<file path="config.mk">
export PLATFORM = sky130hd
export DESIGN_NAME = pipe_phy_status_ctrl
export DESIGN_NICKNAME = d
export VERILOG_FILES = /design/src/rtl/pipe_phy_pkg.sv /design/src/rtl/pipe_lane_pd_compare.sv /design/src/rtl/pipe_phy_status_ctrl.sv
export SDC_FILE = /design/constraint.sdc
export NUM_CORES = 1
export LEC_CHECK = 0
export BUFFER_PORTS_ARGS = -buffer_cell sky130_fd_sc_hd__buf_2
export CORE_MARGIN = 5
export CORE_UTILIZATION = 41
export DETAILED_ROUTE_END_ITERATION = 16
export SLEW_MARGIN = 40
export SYNTH_ARGS = -nofsm -noshare
export SYNTH_HDL_FRONTEND = slang
export SYNTH_SLANG_ARGS = --single-unit
</file>
<file path="constraint.sdc">
create_clock -name PCLK -period 6.9 [get_ports PCLK]
set_input_delay 1.38 -clock PCLK [delete_from_list [all_inputs] [get_ports PCLK]]
set_output_delay 1.38 -clock PCLK [all_outputs]
set_load 0.005 [all_outputs]
</file>
<file path="src/rtl/pipe_phy_pkg.sv">
// Shared types and helpers for the PIPE PHY status controller.
// Controller state encoding, PIPE power-state codes and a latency max helper.
package pipe_phy_pkg;

  typedef enum logic [2:0] {
    RESET_WAIT = 3'd0,
    IDLE       = 3'd1,
    CHANGE     = 3'd2,
    WAIT_ACK   = 3'd3,
    PULSE      = 3'd4
  } pipe_state_e;

  localparam logic [3:0] PD_P0  = 4'h0;
  localparam logic [3:0] PD_P0S = 4'h1;
  localparam logic [3:0] PD_P1  = 4'h2;
  localparam logic [3:0] PD_P2  = 4'h3;

  function automatic int max_lat(input int a, input int b);
    return (a > b) ? a : b;
  endfunction

endpackage

</file>
<file path="src/rtl/pipe_lane_pd_compare.sv">
// Per-lane PowerDown comparator: flags lanes whose requested power state
// differs from the committed one, plus the OR of all lane flags.
module pipe_lane_pd_compare #(
  parameter int NUM_LANES = 16
) (
  input  logic [4*NUM_LANES-1:0] req_pd,
  input  logic [4*NUM_LANES-1:0] cur_pd,
  output logic [NUM_LANES-1:0]   lane_diff,
  output logic                   any_diff
);

  always_comb begin
    lane_diff = '0;
    for (int i = 0; i < NUM_LANES; i++) begin
      lane_diff[i] = (req_pd[4*i +: 4] != cur_pd[4*i +: 4]);
    end
  end

  assign any_diff = |lane_diff;

endmodule

</file>
<file path="src/rtl/pipe_phy_status_ctrl.sv">
// PHY-side PIPE command/status controller: models rate/width/power-state change
// latency and returns PhyStatus pulses. Macro PIPE_PCLK_CHANGE_HANDSHAKE_EN adds the PclkChangeOk/Ack handshake.
module pipe_phy_status_ctrl
  import pipe_phy_pkg::*;
#(
  parameter int NUM_LANES          = 16,
  parameter int RESET_DONE_CYCLES  = 16,
  parameter int RATE_CHANGE_CYCLES = 8,
  parameter int PD_CHANGE_CYCLES   = 4
) (
  input  logic                   PCLK,
  input  logic                   Reset,
  input  logic [4*NUM_LANES-1:0] PowerDown,
  input  logic [3:0]             Rate,
  input  logic [1:0]             Width,
  input  logic                   PclkChangeAck,
  output logic [NUM_LANES-1:0]   PhyStatus,
  output logic                   PclkChangeOk,
  output logic [4*NUM_LANES-1:0] CurPowerDown,
  output logic [3:0]             CurRate,
  output logic [1:0]             CurWidth,
  output logic                   Busy,
  output pipe_state_e            state_dbg
);

  localparam int MAX_LAT = max_lat(max_lat(RESET_DONE_CYCLES, RATE_CHANGE_CYCLES),
                                   PD_CHANGE_CYCLES);
  localparam int CW = $clog2(MAX_LAT + 1);

  localparam logic [CW-1:0] RESET_LOAD = CW'(RESET_DONE_CYCLES - 1);
  localparam logic [CW-1:0] RATE_LOAD  = CW'(RATE_CHANGE_CYCLES - 1);
  localparam logic [CW-1:0] PD_LOAD    = CW'(PD_CHANGE_CYCLES - 1);
  localparam logic [CW-1:0] BOTH_LOAD  = CW'(max_lat(RATE_CHANGE_CYCLES, PD_CHANGE_CYCLES) - 1);

  pipe_state_e            state;
  logic [CW-1:0]          cnt;
  logic [4*NUM_LANES-1:0] tgt_pd;
  logic [3:0]             tgt_rate;
  logic [1:0]             tgt_width;
  logic [NUM_LANES-1:0]   lane_mask;
  logic                   rate_txn;

  logic [NUM_LANES-1:0]   pd_diff;
  logic                   pd_req;
  logic                   rate_req;
  logic                   enter_pulse;

  pipe_lane_pd_compare #(
    .NUM_LANES (NUM_LANES)
  ) u_pd_compare (
    .req_pd    (PowerDown),
    .cur_pd    (CurPowerDown),
    .lane_diff (pd_diff),
    .any_diff  (pd_req)
  );

  assign rate_req  = (Rate != CurRate) || (Width != CurWidth);
  assign state_dbg = state;

  // Commit point: targets land in Cur* on the same edge PhyStatus is raised.
  always_comb begin
    enter_pulse = 1'b0;
    if (state == CHANGE && cnt == '0) begin
      enter_pulse = 1'b1;
    end
`ifdef PIPE_PCLK_CHANGE_HANDSHAKE_EN
    if (state == CHANGE && cnt == '0 && rate_txn) begin
      enter_pulse = 1'b0;
    end
    if (state == WAIT_ACK && PclkChangeAck) begin
      enter_pulse = 1'b1;
    end
`endif
  end

`ifndef PIPE_PCLK_CHANGE_HANDSHAKE_EN
  logic unused_inputs;
  assign unused_inputs = PclkChangeAck ^ rate_txn;
  assign PclkChangeOk  = 1'b0;
`endif

  always_ff @(posedge PCLK or negedge Reset) begin
    if (!Reset) begin
      state        <= RESET_WAIT;
      cnt          <= RESET_LOAD;
      PhyStatus    <= '1;
      Busy         <= 1'b1;
      CurPowerDown <= {NUM_LANES{PD_P1}};
      CurRate      <= 4'h0;
      CurWidth     <= 2'h0;
      tgt_pd       <= '0;
      tgt_rate     <= 4'h0;
      tgt_width    <= 2'h0;
      lane_mask    <= '0;
      rate_txn     <= 1'b0;
`ifdef PIPE_PCLK_CHANGE_HANDSHAKE_EN
      PclkChangeOk <= 1'b0;
`endif
    end else begin
      case (state)
        RESET_WAIT: begin
          if (cnt == '0) begin
            PhyStatus <= '0;
            Busy      <= 1'b0;
            state     <= IDLE;
          end else begin
            cnt <= cnt - 1'b1;
          end
        end
        IDLE: begin
          if (rate_req || pd_req) begin
            tgt_pd    <= PowerDown;
            tgt_rate  <= Rate;
            tgt_width <= Width;
            rate_txn  <= rate_req;
            lane_mask <= rate_req ? {NUM_LANES{1'b1}} : pd_diff;
            Busy      <= 1'b1;
            state     <= CHANGE;
            if (rate_req && pd_req) begin
              cnt <= BOTH_LOAD;
            end else if (rate_req) begin
              cnt <= RATE_LOAD;
            end else begin
              cnt <= PD_LOAD;
            end
          end
        end
        CHANGE: begin
          if (cnt != '0) begin
            cnt <= cnt - 1'b1;
          end
`ifdef PIPE_PCLK_CHANGE_HANDSHAKE_EN
          else if (rate_txn) begin
            state        <= WAIT_ACK;
            PclkChangeOk <= 1'b1;
          end
`endif
        end
`ifdef PIPE_PCLK_CHANGE_HANDSHAKE_EN
        WAIT_ACK: begin
          if (PclkChangeAck) begin
            PclkChangeOk <= 1'b0;
          end
        end
`endif
        PULSE: begin
          PhyStatus <= '0;
          Busy      <= 1'b0;
          state     <= IDLE;
        end
        default: begin
          PhyStatus <= '0;
          Busy      <= 1'b0;
          state     <= IDLE;
        end
      endcase

      if (enter_pulse) begin
        state        <= PULSE;
        PhyStatus    <= lane_mask;
        CurPowerDown <= tgt_pd;
        CurRate      <= tgt_rate;
        CurWidth     <= tgt_width;
      end
    end
  end

endmodule

</file>
[Word-level counts from Yosys, hierarchy flattened]
Cells that the tools add are included.
Storage, ports and cells
  register bits: 181
  output and inout bits: 91
  logic and storage cells: 74
Cells by class
  $add $sub $neg: 1
  equal/unequal tests: 28
  mux-type cells: 18
  bitwise operators: 1
  reductions and logical operators: 15
Operator list (number)
  $ne 4x4->1: 17
  $mux 16: 3
  $pmux 16 s2: 1
  $reduce_or 16->1: 1
  $mux 3: 5
  $mux 5: 3
  $pmux 5 s3: 1
  $pmux 3 s3: 1
  $ne 2x2->1 const B: 4
  $ne 3x3->1 const B: 2
  $reduce_and 3->1: 2
  $logic_not 5->1: 1
  $reduce_bool 5->1: 1
  $sub 5x1->5 const B: 1
  $ne 2x1->1 const B: 2
  $reduce_and 2->1: 2
  $reduce_and 4->1: 1
  $eq 3x1->1 const B: 1
  $eq 3x2->1 const B: 1
  $logic_not 3->1: 1
  $mux 1: 3
  $pmux 1 s3: 1
  $reduce_bool 3->1: 1
  $logic_and 1x1->1: 2
  4 further kinds: 5

[Longest topological paths before layout]
Gate-level depths: netlist of the first run.
  depth in word-level cells: 6
  mapped depth: 8
  gate-level depth less buffers: 8

[Modules after synthesis]
A second synthesis of the first run with hierarchy kept.
Second synthesis, totals
  cells, all modules: 658
  area, all modules: 7614.8 um^2
Modules (own cells, without submodules)
  pipe_phy_status_ctrl: times used 1, cells each 573, area an instance 6922.9 um^2, seq. area each 4575.6 um^2
  pipe_lane_pd_compare: times used 1, cells each 85, area an instance 691.9 um^2, seq. area each 0.0 um^2

[Least setup slack after synthesis of the first run]
No wires, ideal clock.
  path type: input port to flip-flop
  start: in PowerDown[2]
  end: reg tgt_pd[62]
  arrival time: 2931 ps
  data required time: 6775 ps
  slack: 3844 ps
  cell stages on the path: 7
  path through: xnor2_1 nand4_1 nor4_1 nand3_1 o21ai_4 buf_8 mux2_2
On the way
  cells in the longest elaborated chain, start to end: 4
Ends and longest elaborated chain
  start: declaration: RTL line pipe_phy_status_ctrl.sv:13  | input logic [4*NUM_LANES-1:0] PowerDown,
  $ne 4x4->1: RTL line pipe_lane_pd_compare.sv:15  | lane_diff[i] = (req_pd[4*i +: 4] != cur_pd[4*i +: 4]);
  $reduce_or 16->1: RTL line pipe_lane_pd_compare.sv:19  | assign any_diff = |lane_diff;
  $logic_or 1x1->1: RTL line pipe_phy_status_ctrl.sv:111  | if (rate_req || pd_req) begin
  $reduce_and 2->1 (no source line)
  end signal: assignment: RTL line pipe_phy_status_ctrl.sv:112  | tgt_pd <= PowerDown;
  end: declaration: RTL line pipe_phy_status_ctrl.sv:37  | logic [4*NUM_LANES-1:0] tgt_pd;
Every way passes these cells.
A chain may end at the register's enable or synchronous reset.

[Worst setup path after layout of the first run]
  start: in Rate[1]
  end: reg tgt_pd[52]
On the way
  cells in the longest elaborated chain, start to end: 4
Ends and longest elaborated chain
  start: declaration: RTL line pipe_phy_status_ctrl.sv:14  | input logic [3:0] Rate,
  $ne 4x4->1: RTL line pipe_phy_status_ctrl.sv:57  | assign rate_req = (Rate != CurRate) || (Width != CurWidth);
  $logic_or 1x1->1: RTL line pipe_phy_status_ctrl.sv:57
  $logic_or 1x1->1: RTL line pipe_phy_status_ctrl.sv:111
  $reduce_and 2->1 (no source line)
Every way passes these cells.

==> key figures, run 1 <==
Clocking
  – Clock sinks: 181
  – Post-CTS Setup Bufs: 0
  – Max Root-Sink Buffers: 2
  – Root Buffer: clkbuf_16
  – Post_cts resized: 0
  – Worst skew pair latency: 0.42 ns
  – Clk slew on worst S/H paths: 0.07 ns
  – Hold-fix buffers, CTS: 0
  – CTS HTree Levels: 4
  – Total CTS buffers: 17
  – CTS tree: done

Yosys
  – Synth Warn #: 0
  – Mapped Cells: 701
  – Yosys reg bits: 181
  – Unique masters post-synth: 40
  – Post-Syn Area per Cell: 11.10 um2
  – Post-Syn Nets: 776
  – Register area share after synthesis: 58.79%
  – Cell Area, Synth: 7782 um2

Placement
  – Post-DP HPWL: 11,640 um
  – Buffers on Ports: 161
  – GPL Wtd Cong: 0.7151

Timing
  – Hold Vio Cnt, Final: 0
  – Slew HR: 53.34%
  – Total negative setup slack: 0 ns
  – Clk_skew: 0.01232 ns
  – Final setup viols: 0
  – Fmax: 298.7 MHz
  – Worst slew pin tran: 0.7000 ns
  – Max-slew violation count: 0
  – Unrepaired setup endpoints after global routing: false
  – Tmin final: 3.348 ns
  – Final period util: 48.52%

Floorplan
  – Die ar.: 21,840 um2
  – Starting Density: 41.61%
  – Core Area: 18,710 um2
  – Die height: 147.8 um
  – Row count: 50
  – # IOs: 164
  – Die X: 147.8 um

Setup path
  – Required @ worst endpoint: 7.20 ns
  – Worst r2r path cells: 8
  – Crit-path cells: buf_2, xnor2_1, nand4_1, nor3_1, nand3_1, o21ai_4, buf_4, mux2_2
  – Crit Path Class: in -> reg
  – Largest stage delay on the critical path: 0.58 ns
  – Worst Setup SP: Rate[1]
  – Reg2reg setup slack: 3.73 ns
  – RR Startpoint: cnt[0]$_DFFE_PN1P_
  – Nature of the critical path endpoint: flop
  – Reg2reg end: Busy$_DFFE_PN1P_
  – CP startpoint kind: primary input
  – Slowest cell on crit path: buf_4
  – Crit Path Max Fanout: 47
  – WP data arrival: 3.65 ns

Drt
  – # DRC: 0
  – Routed WL: 17,320 um
  – Initial DRC count: 212
  – Wire length per cell: 15.68 um
  – ANT nets after route: 0
  – Via count: 5,300
  – Number of detailed-route iterations in the first pass: 4
  – DR vias/cell: 4.796

Worst hold path
  – Hold WC Path Type: reg -> reg
  – Hold path endpoint: CurPowerDown[2]$_DFFE_PN0N_
  – Hold depth: 2
  – Hold Path Origin: tgt_pd[2]$_DFFE_PN0P_

Global routing
  – First-pass GRT wire length: 28,990 um
  – Antenna violations before repair: 0
  – Grt ovf: 0
  – Largest net degree at the start of global routing: 89
  – Total GRT Usage: 16.56%
  – Vias in the first global route: 5,446

Finish
  – Total Nets Final: 933
  – Antenna fix cells: 0
  – Area Overhead vs Synth: 21.13%
  – Util after Layout: 50.39%
  – # fillers: 1,710
  – Reg area: 4576 um2
  – Multi-input logic area: 2969 um2
  – Layout cell share with drive strength beyond 1: 35.71%

Pwr
  – Pwr Density: 460.9 nW/um2
  – Maximum VDD drop: 0.0001846 V
  – Leakage: 4.636 nW

Flow run
  – Max Cap Viol: 0

Outcome
  – Outcome: complete, no violations
metal layers:
| layer | vias up | wire [um] | global-route usage, % |
|---|---|---|---|
| met5 | - | 0 | 0 |
| met1 | 2583 | 8242 | 23.17 |
| met2 | 121 | 7953 | 25.81 |
| li1 | 2585 | - | - |
| met3 | 11 | 954 | 4.169 |
| met4 | 0 | 171 | 4.473 |
how the worst max path moves through the flow:
| stage | end | slack, ns |
|---|---|---|
| 2_1_floorplan | tgt_pd[62]$_DFFE_PN0P_ | 3.84 |
| 3_3_place_gp | tgt_pd[41]$_DFFE_PN0P_ | 3.13 |
| 3_5_place_dp | tgt_pd[7]$_DFFE_PN0P_ | 3.07 |
| 4_1_cts | tgt_pd[52]$_DFFE_PN0P_ | 3.52 |
| 5_1_grt | tgt_pd[52]$_DFFE_PN0P_ | 3.30 |
| 6_report | tgt_pd[52]$_DFFE_PN0P_ | 3.55 |
placed cells by master, fill, tap and decap left out, drive strengths merged, types with 2 or more instances in the layout:
| cell type | instances |
|---|---|
| nor4 | 4 |
| dfrtp | 144 |
| buf | 167 |
| nor3 | 5 |
| clkinvlp | 2 |
| clkinv | 4 |
| dfstp | 37 |
| nor2 | 17 |
| a22oi | 2 |
| inv | 24 |
| mux2i | 16 |
| ha | 2 |
| clkbuf | 17 |
| mux2 | 70 |
| o21ai | 20 |
| nand2 | 231 |
| bufinv | 5 |
| o31ai | 2 |
| nand4 | 17 |
| xnor2 | 70 |
power breakdown:
group	switching [mW]	internal, mW	total [mW]
clock	0.422	0.646	1.07
sequential	0.322	1.61	1.93
combinational	0.635	0.711	1.35
worst max-delay path, delay by kind of cell:
kind	cells	cell delay (ns)
AOI/OAI and AO/OA	1	0.21
xor gates and xnor gates	1	0.15
buffers and inverters	2	0.70
muxes	1	0.41
and+or+nand+nor	3	0.78
state kept, by name (all words and copies together), names as in the netlist:
register	count
lane_mask	16
tgt_rate	4
CurPowerDown	64
CurRate	4
tgt_width	2
Busy	1
cnt	5
CurWidth	2
PhyStatus	16
tgt_pd	64
state_dbg	3
Yosys cell counts:
library cell | instances | area, um2
a22o_1 | 1 | 8.760
conb_1 | 1 | 3.750
and2_1 | 1 | 6.260
dfrtp_1 | 144 | 3603
mux2i_1 | 16 | 160.2
or3_1 | 1 | 6.260
o41ai_1 | 1 | 8.760
o31ai_2 | 1 | 12.51
a31o_2 | 1 | 8.760
o31ai_1 | 1 | 7.510
buf_8 | 2 | 30.03
a22oi_1 | 2 | 15.01
xor2_1 | 1 | 8.760
nand3_1 | 1 | 5.000
nor2_1 | 17 | 63.81
xnor2_1 | 70 | 613.1
clkbuf_1 | 19 | 71.32
or3b_2 | 1 | 8.760
o21ai_0 | 18 | 90.09
nor4_1 | 4 | 25.02
o21ai_1 | 1 | 5.000
or2_2 | 1 | 6.260
ha_1 | 2 | 25.02
nor3b_1 | 1 | 7.510
dfstp_2 | 37 | 972.2
o21ai_4 | 1 | 16.27
mux2_2 | 67 | 754.5
inv_2 | 1 | 3.750
a21oi_1 | 1 | 5.000
buf_4 | 1 | 7.510
mux2_1 | 3 | 33.78
buf_12 | 1 | 20.02
o31a_1 | 1 | 8.760
nand4_1 | 17 | 106.4
nor4b_2 | 1 | 15.01
buf_6 | 6 | 67.56
nand2_1 | 231 | 867.1
nor3_1 | 5 | 25.02
inv_1 | 19 | 71.32
a21o_1 | 1 | 7.510
layout make-up:
| type | instances | share of cell area [%] |
|---|---|---|
| clock inverters | 15 | 2.376 |
| flip-flops and latches | 181 | 48.54 |
| multi-input cells | 471 | 31.50 |
| repair buffers | 167 | 9.172 |
| clock buffers | 17 | 4.513 |
| inverters | 20 | 0.7964 |
| well taps | 234 | 3.106 |
stage by stage:
step | setup WS [ns] | cells | instance area, um2 | power [mW] | hold slack [ns]
5_1_grt | 3.296 | 1105 | 9427 | 4.663 | 0.4723
4_1_cts | 3.520 | 1105 | 9427 | 4.420 | 0.4624
6_report | 3.552 | 1105 | 9427 | 4.345 | 0.4584
3_3_place_gp | 3.132 | 1072 | 8745 | 3.267 | 0.4404
2_1_floorplan | 3.844 | 701 | 7782 | 2.806 | 0.4331
3_5_place_dp | 3.072 | 1073 | 8777 | 3.329 | 0.4440
cells by family (layout without fill, tap and decap cells):
group | count (synthesis) | in the layout | synth area share (%)
adders and majority gates | 2 | 2 | 0.3215
AOI/OAI and AO/OA | 30 | 30 | 2.492
xor gates and xnor gates | 71 | 71 | 7.990
and+or+nand+nor | 281 | 281 | 14.68
buffers and inverters | 49 | 219 | 3.489
DFF | 181 | 181 | 58.79
other | 1 | 1 | 0.04819
muxes | 86 | 86 | 12.19
Power figures use the tool's default switching activity.
==> inputs of run 2 (changes only) <==
Clock period 6.9 ns to 3.1 ns, I/O delays scaled along.
==> run 2 against run 1 <==
Net effect:
- cell count up 0.63%
- register-to-register slack worse by 3.2 ns
- hold slack got worse by 0.26 ns
- routed wire length grew 0.94%
- combinational power is 120% higher
- clock skew is 0.0032 ns lower
- worst setup slack got worse by 3.0 ns
- count of clock-buffer cells in the layout rose by 4
- global-route usage grew 0.16 points
- utilization decreased by 0.067 points
- largest cell class unchanged
==> key figures, run 2 (synthesized netlist as in run 1, its figures left out) <==
Outcome
  – Outcome: complete, no violations

Pwr
  – Leakage: 4.659 nW (+0.50%)
  – Pwr Density: 999.0 nW/um2 (+120%)
  – Final total power: 9.405 mW (+120%)
  – Maximum VDD drop: 0.0004710 V (+160%)

Clocking
  – Max Root-Sink Buffers: 2 (unchanged)
  – Total CTS buffers: 17 (unchanged)
  – Clk slew on worst S/H paths: 0.07 ns (about the same)
  – Post-CTS Setup Bufs: 0 (unchanged)
  – CTS HTree Levels: 4 (unchanged)
  – Worst skew pair latency: 0.42 ns (about the same)
  – CTS tree: done
  – Root Buffer: clkbuf_16
  – Hold-fix buffers, CTS: 0 (unchanged)
  – Clock sinks: 181 (unchanged)
  – Post_cts resized: 0 (unchanged)

Timing
  – Max-slew violation count: 0 (unchanged)
  – Final setup viols: 0 (unchanged)
  – Tmin final: 2.549 ns
  – Unrepaired setup endpoints after global routing: false
  – Slew HR: 51.04% (-2.3 points)
  – Total negative setup slack: 0 ns (unchanged)
  – Fmax: 392.3 MHz
  – Worst slew pin tran: 0.7324 ns (+0.03250 ns)
  – Clk_skew: 0.009075 ns (-0.003241 ns)
  – Final period util: 82.22%
  – Hold Vio Cnt, Final: 0 (unchanged)

Placement
  – Post-Place Cells: 1,080 (+0.65%)
  – Post-DP HPWL: 12,060 um (+3.6%)
  – Buffers on Ports: 161 (unchanged)
  – GPL Wtd Cong: 0.7491 (+4.8%)

Setup path
  – Nature of the critical path endpoint: flop
  – Required @ worst endpoint: 3.40 ns (-3.80 ns)
  – WP data arrival: 2.85 ns (-0.80 ns)
  – Crit Path Class: reg -> reg
  – Reg2reg setup slack: 0.55 ns (-3.18 ns)
  – RR Startpoint: CurPowerDown[1]$_DFFE_PN1N_
  – Worst r2r path cells: 7 (-1)
  – Reg2reg end: tgt_pd[42]$_DFFE_PN0P_
  – Crit Path Max Fanout: 47 (unchanged)
  – CP startpoint kind: flop

Floorplan
  – Die ar.: 21,840 um2 (unchanged)
  – Die X: 147.8 um (unchanged)
  – Row count: 50 (unchanged)
  – Starting Density: 41.61% (unchanged)
  – Core Area: 18,710 um2 (unchanged)
  – # IOs: 164 (unchanged)
  – Die height: 147.8 um (unchanged)

Drt
  – Top sig layer: met4
  – Initial DRC count: 246 (+16%)
  – Number of detailed-route iterations in the first pass: 4 (unchanged)
  – Via count: 5,319 (+0.36%)
  – Wire length on met3: 1135 um (+19%)
  – Wire length per cell: 15.72 um (+0.30%)
  – ANT nets after route: 0 (unchanged)
  – Routed met2 length: 8069 um (+1.5%)
  – # DRC: 0 (unchanged)
  – DRT met1 WL: 8096 um (-1.8%)
  – Routed WL: 17,480 um (+0.94%)
  – DR vias/cell: 4.783 (-0.27%)

Global routing
  – Vias in the first global route: 5,529 (+1.5%)
  – Antenna violations before repair: 0 (unchanged)
  – Largest net degree at the start of global routing: 74 (-17%)
  – Total GRT Usage: 16.72% (+0.16 points)
  – Grt ovf: 0 (unchanged)
  – First-pass GRT wire length: 29,270 um (+0.95%)

Finish
  – Layout cell share with drive strength beyond 1: 36.10% (+0.40 points)
  – Antenna fix cells: 0 (unchanged)
  – Area Overhead vs Synth: 20.96%
  – Total Nets Final: 940 (+0.75%)
  – Largest registers: CurPowerDown: 64 flops, tgt_pd: 64 flops
  – Commonest non-fill, non-tap cell in the layout: nand2_1
  – Post-Layout Cell Count: 1,112 (+0.63%)
  – Commonest cells after routing, fill and taps aside: nand2_1, buf_2, dfrtp_1

Flow run
  – Max Cap Viol: 0 (unchanged)

Worst hold path
  – Hold WC Path Type: in -> async
## run 2: cell types whose count changed in the layout (fill, tap and decap cells not counted)
cell / before / now
buf_4: 4 / 10
clkinvlp_4: 2 / 1
nand2_8: 1 / 0
clkinv_2: 3 / 4
nor4b_4: 1 / 0
inv_6: 4 / 1
clkbuf_1: 0 / 1
nor4b_2: 0 / 1
clkinv_4: 1 / 4
nand2_4: 0 / 1
clkbuf_8: 0 / 3
buf_12: 0 / 3
bufinv_16: 5 / 1
buf_6: 3 / 1
## run 2: worst max-delay path by stage
stage | cells past startpoint | from | to | slack (ns)
final | 7 | CurPowerDown[1]$_DFFE_PN1N_ | tgt_pd[42]$_DFFE_PN0P_ | 0.55
after global routing | 7 | CurPowerDown[1]$_DFFE_PN1N_ | tgt_pd[46]$_DFFE_PN0P_ | 0.39
after CTS | 7 | CurPowerDown[53]$_DFFE_PN1N_ | tgt_pd[60]$_DFFE_PN0P_ | 0.51
after detailed placement | 8 | PowerDown[3] | tgt_pd[51]$_DFFE_PN0P_ | 0.27
after global placement | 8 | PowerDown[0] | tgt_pd[41]$_DFFE_PN0P_ | 0.29
after floorplan | 7 | PowerDown[2] | tgt_pd[62]$_DFFE_PN0P_ | 0.80
## run 2: layout make-up
| type | count | area, um2 |
|---|---|---|
| inverter | 20 | 75.07 |
| timing repair buffer | 174 | 947.2 |
| clock inverter | 11 | 101.3 |
| fill | 1743 | 9291 |
| clock buffer | 21 | 470.5 |
| multi-input combinational | 471 | 2952 |
| tap | 234 | 292.8 |
| sequential | 181 | 4576 |
## run 2: critical path, stage by stage (launching register included)
cell and delay, ns:
dfstp_2 0.54, xnor2_1 0.11, nand4_1 0.23, nor4_1 0.34, nand3_1 0.22, o21ai_4 0.28, buf_12 0.30, mux2_2 0.37
## run 2: metal layers
metal,up-vias,global-route usage [%]
met2,115,26.24
met5,-,0
li1,2599,-
met1,2588,22.76
met4,0,4.007
met3,17,5.273
## run 2: metrics by stage
| stage | hold WS [ns] | util [%] | instance area, um2 | setup slack [ns] |
|---|---|---|---|---|
| final | 0.2000 | 50.33 | 9414 | 0.5512 |
| after global routing | 0.2515 | 50.33 | 9414 | 0.3897 |
| after CTS | 0.2324 | 50.33 | 9414 | 0.5068 |
| after detailed placement | 0.4444 | 47.27 | 8842 | 0.2717 |
| after global placement | 0.4387 | 47.27 | 8842 | 0.2949 |
| after floorplan | 0.3244 | - | 7782 | 0.8040 |
## run 2: power breakdown
group          internal [mW]  total (mW)  switching [mW]
Sequential              3.58        4.30           0.717
Clock                   1.17        2.09           0.917
Combinational           1.61        3.02            1.41
Total                   6.37        9.41            3.04
